File: src/rtl/loader_pkg.sv
// Shared types and constants for the program loader.
// The CSUM state exists only when PROG_LOADER_CSUM_EN is defined.
package loader_pkg;

  localparam int unsigned HdrFieldBytes = 4;
  localparam int unsigned WordBytes     = 4;

`ifdef PROG_LOADER_CSUM_EN
  typedef enum logic [2:0] {
    StHdrAddr,
    StHdrLen,
    StData,
    StWrite,
    StCsum,
    StDone,
    StErr
  } state_e;
`else
  typedef enum logic [2:0] {
    StHdrAddr,
    StHdrLen,
    StData,
    StWrite,
    StDone,
    StErr
  } state_e;
`endif

endpackage

File: src/rtl/byte_asm.sv
// Assembles little-endian bytes into a 32-bit word; word_o already includes the
// byte being accepted this cycle so a completed field can be consumed on last_o.
module byte_asm
  import loader_pkg::*;
(
  input  logic        clk_i,
  input  logic        rst_ni,
  input  logic        clr_i,
  input  logic        en_i,
  input  logic [7:0]  data_i,
  output logic [31:0] word_o,
  output logic [1:0]  idx_o,
  output logic        last_o
);

  logic [31:0] word_q;
  logic [1:0]  idx_q;

  always_comb begin
    word_o = word_q;
    if (en_i) begin
      word_o[{idx_q, 3'b000} +: 8] = data_i;
    end
  end

  assign idx_o  = idx_q;
  assign last_o = en_i && (idx_q == 2'(WordBytes - 1));

  always_ff @(posedge clk_i or negedge rst_ni) begin
    if (!rst_ni) begin
      word_q <= '0;
      idx_q  <= '0;
    end else if (clr_i) begin
      word_q <= '0;
      idx_q  <= '0;
    end else if (en_i) begin
      word_q <= word_o;
      idx_q  <= idx_q + 2'd1;
    end
  end

endmodule

File: src/rtl/prog_loader.sv
// Streams a {base, count, payload} image into core memory while holding the core in reset.
// Define PROG_LOADER_CSUM_EN to require a trailing XOR checksum byte after the payload.
module prog_loader
  import loader_pkg::*;
#(
  parameter int unsigned MEM_BYTES = 4096
) (
  input  logic        clock,
  input  logic        reset,
  input  logic        in_valid,
  input  logic [7:0]  in_data,
  output logic        in_ready,
  input  logic        restart,
  output logic        mem_wen,
  output logic [31:0] mem_addr,
  output logic [31:0] mem_wdata,
  output logic        hold,
  output logic        done,
  output logic        err
);

`ifdef PROG_LOADER_CSUM_EN
  localparam state_e StPayloadEnd = StCsum;
`else
  localparam state_e StPayloadEnd = StDone;
`endif

  state_e      state_q, state_d;
  logic [31:0] base_q, base_d;
  logic [31:0] len_q, len_d;
  logic [31:0] cnt_q, cnt_d;
`ifdef PROG_LOADER_CSUM_EN
  logic [7:0]  csum_q, csum_d;
`endif

  logic        accept, asm_en, asm_clr, asm_last, fits;
  logic [31:0] asm_word;
  logic [1:0]  asm_idx;
  logic [34:0] end_addr;
  logic        unused_asm_idx;

`ifdef PROG_LOADER_CSUM_EN
  assign in_ready = (state_q == StHdrAddr) || (state_q == StHdrLen) ||
                    (state_q == StData) || (state_q == StCsum);
  assign asm_en   = accept && (state_q != StCsum);
`else
  assign in_ready = (state_q == StHdrAddr) || (state_q == StHdrLen) || (state_q == StData);
  assign asm_en   = accept;
`endif
  assign accept   = in_valid && in_ready;
  assign asm_clr  = restart && ((state_q == StDone) || (state_q == StErr));

  // Wide enough that base + 4*N can never wrap.
  assign end_addr = {3'b000, base_q} + {1'b0, asm_word, 2'b00};
  assign fits     = end_addr <= 35'(MEM_BYTES);
  assign unused_asm_idx = ^asm_idx;

  byte_asm u_byte_asm (
    .clk_i  (clock),
    .rst_ni (reset),
    .clr_i  (asm_clr),
    .en_i   (asm_en),
    .data_i (in_data),
    .word_o (asm_word),
    .idx_o  (asm_idx),
    .last_o (asm_last)
  );

  always_comb begin
    state_d   = state_q;
    base_d    = base_q;
    len_d     = len_q;
    cnt_d     = cnt_q;
`ifdef PROG_LOADER_CSUM_EN
    csum_d    = csum_q;
`endif
    mem_wen   = 1'b0;
    mem_addr  = '0;
    mem_wdata = '0;
    hold      = 1'b1;
    done      = 1'b0;
    err       = 1'b0;
    unique case (state_q)
      StHdrAddr: begin
        if (asm_last) begin
          base_d  = asm_word;
          state_d = (asm_word[1:0] != 2'b00) ? StErr : StHdrLen;
        end
      end
      StHdrLen: begin
        if (asm_last) begin
          len_d = asm_word;
          cnt_d = '0;
          if (asm_word == '0) begin
            state_d = StPayloadEnd;
          end else if (!fits) begin
            state_d = StErr;
          end else begin
            state_d = StData;
          end
        end
      end
      StData: begin
`ifdef PROG_LOADER_CSUM_EN
        if (accept) begin
          csum_d = csum_q ^ in_data;
        end
`endif
        if (asm_last) begin
          state_d = StWrite;
        end
      end
      StWrite: begin
        mem_wen   = 1'b1;
        mem_addr  = base_q + (cnt_q << 2);
        mem_wdata = asm_word;
        cnt_d     = cnt_q + 32'd1;
        state_d   = ((cnt_q + 32'd1) < len_q) ? StData : StPayloadEnd;
      end
`ifdef PROG_LOADER_CSUM_EN
      StCsum: begin
        if (accept) begin
          state_d = (in_data == csum_q) ? StDone : StErr;
        end
      end
`endif
      StDone: begin
        hold = 1'b0;
        done = 1'b1;
      end
      StErr: begin
        err = 1'b1;
      end
      default: state_d = StHdrAddr;
    endcase

    if (asm_clr) begin
      state_d = StHdrAddr;
      base_d  = '0;
      len_d   = '0;
      cnt_d   = '0;
`ifdef PROG_LOADER_CSUM_EN
      csum_d  = '0;
`endif
    end
  end

  always_ff @(posedge clock or negedge reset) begin
    if (!reset) begin
      state_q <= StHdrAddr;
      base_q  <= '0;
      len_q   <= '0;
      cnt_q   <= '0;
`ifdef PROG_LOADER_CSUM_EN
      csum_q  <= '0;
`endif
    end else begin
      state_q <= state_d;
      base_q  <= base_d;
      len_q   <= len_d;
      cnt_q   <= cnt_d;
`ifdef PROG_LOADER_CSUM_EN
      csum_q  <= csum_d;
`endif
    end
  end

endmodule

File: config.mk
export PLATFORM = sky130hd
export DESIGN_NAME = prog_loader
export DESIGN_NICKNAME = d
export VERILOG_FILES = /design/src/rtl/loader_pkg.sv /design/src/rtl/byte_asm.sv /design/src/rtl/prog_loader.sv
export SDC_FILE = /design/constraint.sdc
export NUM_CORES = 1
export LEC_CHECK = 0
export CORE_ASPECT_RATIO = 0.6
export CORE_UTILIZATION = 57
export DETAILED_ROUTE_END_ITERATION = 12
export DONT_BUFFER_PORTS = 1
export HOLD_SLACK_MARGIN = 0.08
export PLACE_DENSITY = 0.72
export SYNTH_ARGS = -nofsm -noshare
export SYNTH_HDL_FRONTEND = slang
export SYNTH_HIERARCHICAL = 1
export SYNTH_SLANG_ARGS = --single-unit
File: constraint.sdc
create_clock -name clock -period 8.3 [get_ports clock]
set_clock_uncertainty 0.1 [all_clocks]
set_input_delay 0.83 -clock clock [delete_from_list [all_inputs] [get_ports clock]]
set_output_delay 0.83 -clock clock [all_outputs]
set_load 0.005 [all_outputs]
==> impl_results.md <==
* Final setup viols at 0
* Unrepaired setup endpoints after global routing: false
* Design area at 11,600 sq um
* Seq/Total Area, Yosys at 30.7%
* Initial antenna violation count at 1
* Chip Width at 180 um
* Syn-to-layout area delta at 6.64%
* Worst R2R Start: state_q[1]
* Net count, final at 1,430
* Routed wire length per instance at 21.5 um
* Core area at 18,400 sq um
* Clk pin slew, worst setup/hold paths at 0.06 ns
* Remaining DRCs at 0
* Worst slew margin at 39.1%
* Count of cell types in the netlist at 77
* Via count at 10,300
* Critical path data required time at 8.52 ns
* Clk buf depth at 2
* Worst slew pin tran at 0.913 ns
* Largest net degree at the start of global routing at 134
* I/O Pins at 81
* Worst hold path type: in -> async
* Slew Limit Fails at 0
* Synth top area cells: dfrtp_1 (31%), ha_1 (11%), nand2_1 (8.5%), o21ai_0 (4.2%), a21oi_1 (4.1%)
* Total wire length at 33.8 mm
* Layout cells sized above 1 at 4.44%
* Remaining Overflow, GRT at 0
* Critical path launch point type: register
* Synth area leader: dfrtp_1
* Detail Route Antenna Nets at 0
* CP arrival at 6.23 ns
* DRT Pass-1 Iters at 6
* Die Y at 109 um
* TNS Setup at 0 ns
* H-tree depth at 4
* Synth Instances at 1,357
* Status: complete, no violations
* R2R cell count at 16
* Num CTS Buffers at 17
* CTS tree: done
* Final hold slack at 0.219 ns
* Leak pwr at 5.42 nW
* Worst Setup SP: state_q[1]
* Synthesis Warnings at 6
* WS Path Type: reg -> reg
* Worst Path Max Fanout at 17
* Final worst-path cycle share at 72.4%
* Placed inst area at 11,000 sq um
* Ys async rst share at 100%
* CP endpoint kind: register
* First-pass GRT wire length at 52.6 mm
* Row count at 38
* DP Wirelength at 25.3 mm
* Die area at 19,600 sq um
* Critical Path Max Stage Delay at 0.73 ns
* Synthesized cell area at 10,900 sq um
* Vias in the first global route at 9,108
* Post-synth top area share at 30.7%
* Via/cell ratio at 6.53
* Port-buffer cells at 0
* DRT iter0 DRCs at 1,191
* GPL Wtd Cong at 1.00
* Worst-Skew Late Latency at 0.43 ns
* Main synth FF type: dfrtp_1
* Filler Cell Count at 1,576
* CTS resizes at 0
* Total track usage at 35.1%
* Syn Nets at 1,467
* Synthesized flop and latch total at 133
* Starting Density at 59.1%
* Post-synth EDFFs at 0
* Achievable Freq at 166 MHz
* Slowest-stage cell, CP: nor4_4
* Critical Path, Cell by Cell: a21oi_1, and2_1, nand2_4, nor4_4, a22o_1, ha_1, a21oi_1, o21ai_1, a211o_1, or2_2, o2111a_1, or3_1, a2111o_1, nor4_2, nand4b_1, a22o_1
* Post-Syn Area per Cell at 8.00 sq um
* Final hold vios at 0
* Max VDD drop at 0.224 mV
* Max Cap Violations at 0
* Clock sink count at 133
* Post-layout minimum cycle time at 6.01 ns
* Power Density at 359 nW/um^2
* Root buf cell: clkbuf_16
==> layout make-up <==
type	count	area, sq um	share of cell area, %
multi-input combinational	1102	7040	60.9
sequential	133	3330	28.8
clock buffer	23	498	4.30
tap	240	300	2.59
inverter	55	206	1.78
timing repair buffer	11	103	0.886
clock inverter	6	93.8	0.811
antenna	1	2.50	0.0216
==> cell families after synthesis <==
logic type | synth area share (%)
AO/OA/AOI/OAI | 23.5
XOR/XNOR | 5.33
adder cells (fa/ha/maj) | 11.4
buffers and inverters | 4.52
flip-flops | 30.7
multiplexers | 0.277
AND/OR/NAND/NOR | 24.3
==> registers in the layout (all words and copies together), names as in the netlist <==
register and cells:
state_q 3, cnt_q 32, u_byte_asm/word_q 32, base_q 32, len_q 32, u_byte_asm/idx_o 2
==> worst paths after layout <==
kind / slack (ns) / endpoint
worst max-delay path: 2.29 / state_q[2]
worst min-delay path: 0.22 / cnt_q[2]
worst max register to register: 2.29 / state_q[2]
worst min register to register: 0.38 / len_q[21]
max in group asynchronous: 7.24 / u_byte_asm/word_q[21]
min in group clock: 0.38 / len_q[21]
==> metal layers <==
metal | share of wire (%) | up-vias | GRT usage (%)
li1 | - | 4799 | -
met1 | 48 | 4923 | 52.2
met2 | 41 | 502 | 49.9
met3 | 10 | 38 | 9.95
met4 | 1.3 | 0 | 7.94
met5 | 0 | - | 0
==> worst max-delay path: cells and delay by family, from the launching register on <==
family	cells	cell delay, ns
simple gates	7	2.52
fa+ha+maj	1	0.43
flops	1	0.50
compound gates	8	2.34
==> repair_timing <==
item,CTS,global route
hold buffers,1,0
setup buffers,0,0
hold endpoints to repair,133,0
==> report_power, final <==
part	switching (mW)	internal [mW]	leakage [nW]
Sequential	0.243	0.875	1.83
Clock	0.293	0.479	0.288
Combinational	1.44	0.828	3.30
==> placed cells by master, fill, tap and decap left out, types with 12 or more instances in the layout <==
| cell type | count |
|---|---|
| nand2_1 | 245 |
| dfrtp_1 | 133 |
| ha_1 | 96 |
| o21ai_0 | 91 |
| a21oi_1 | 88 |
| nor2_1 | 78 |
| inv_1 | 54 |
| and2_1 | 51 |
| nand3_1 | 38 |
| xor2_1 | 33 |
| xnor2_1 | 33 |
| a21o_1 | 33 |
| nor3_1 | 26 |
| nand4_1 | 22 |
| o21a_1 | 21 |
| a32o_1 | 21 |
| a22o_1 | 20 |
| and3_1 | 18 |
| clkbuf_16 | 17 |
| nor4_1 | 15 |
| nor2b_1 | 15 |
| nand2b_1 | 12 |
| o21ai_1 | 12 |
==> synth_stat cells, types with 10 or more instances <==
cell	count
a211oi_1	10
a21o_1	34
a21oi_1	88
a22o_1	20
a32o_1	21
and2_1	51
and3_1	18
clkbuf_1	53
dfrtp_1	133
ha_1	96
inv_1	55
nand2_1	245
nand2b_1	12
nand3_1	38
nand4_1	22
nor2_1	78
nor2b_1	15
nor3_1	27
nor4_1	15
o211ai_1	11
o21a_1	21
o21ai_0	91
o21ai_1	12
o31ai_1	11
xnor2_1	33
xor2_1	33
==> stage by stage <==
step,cells,setup slack [ns],utilization [%],power (mW)
floorplan,1357,3.61,-,2.61
global placement,1540,2.69,59.7,3.26
detailed placement,1540,2.50,59.7,3.29
CTS,1570,2.44,63.1,4.09
global route,1570,2.09,63.1,4.43
finish,1571,2.29,63.1,4.16
Note: power is estimated with default switching activity, not from simulation.
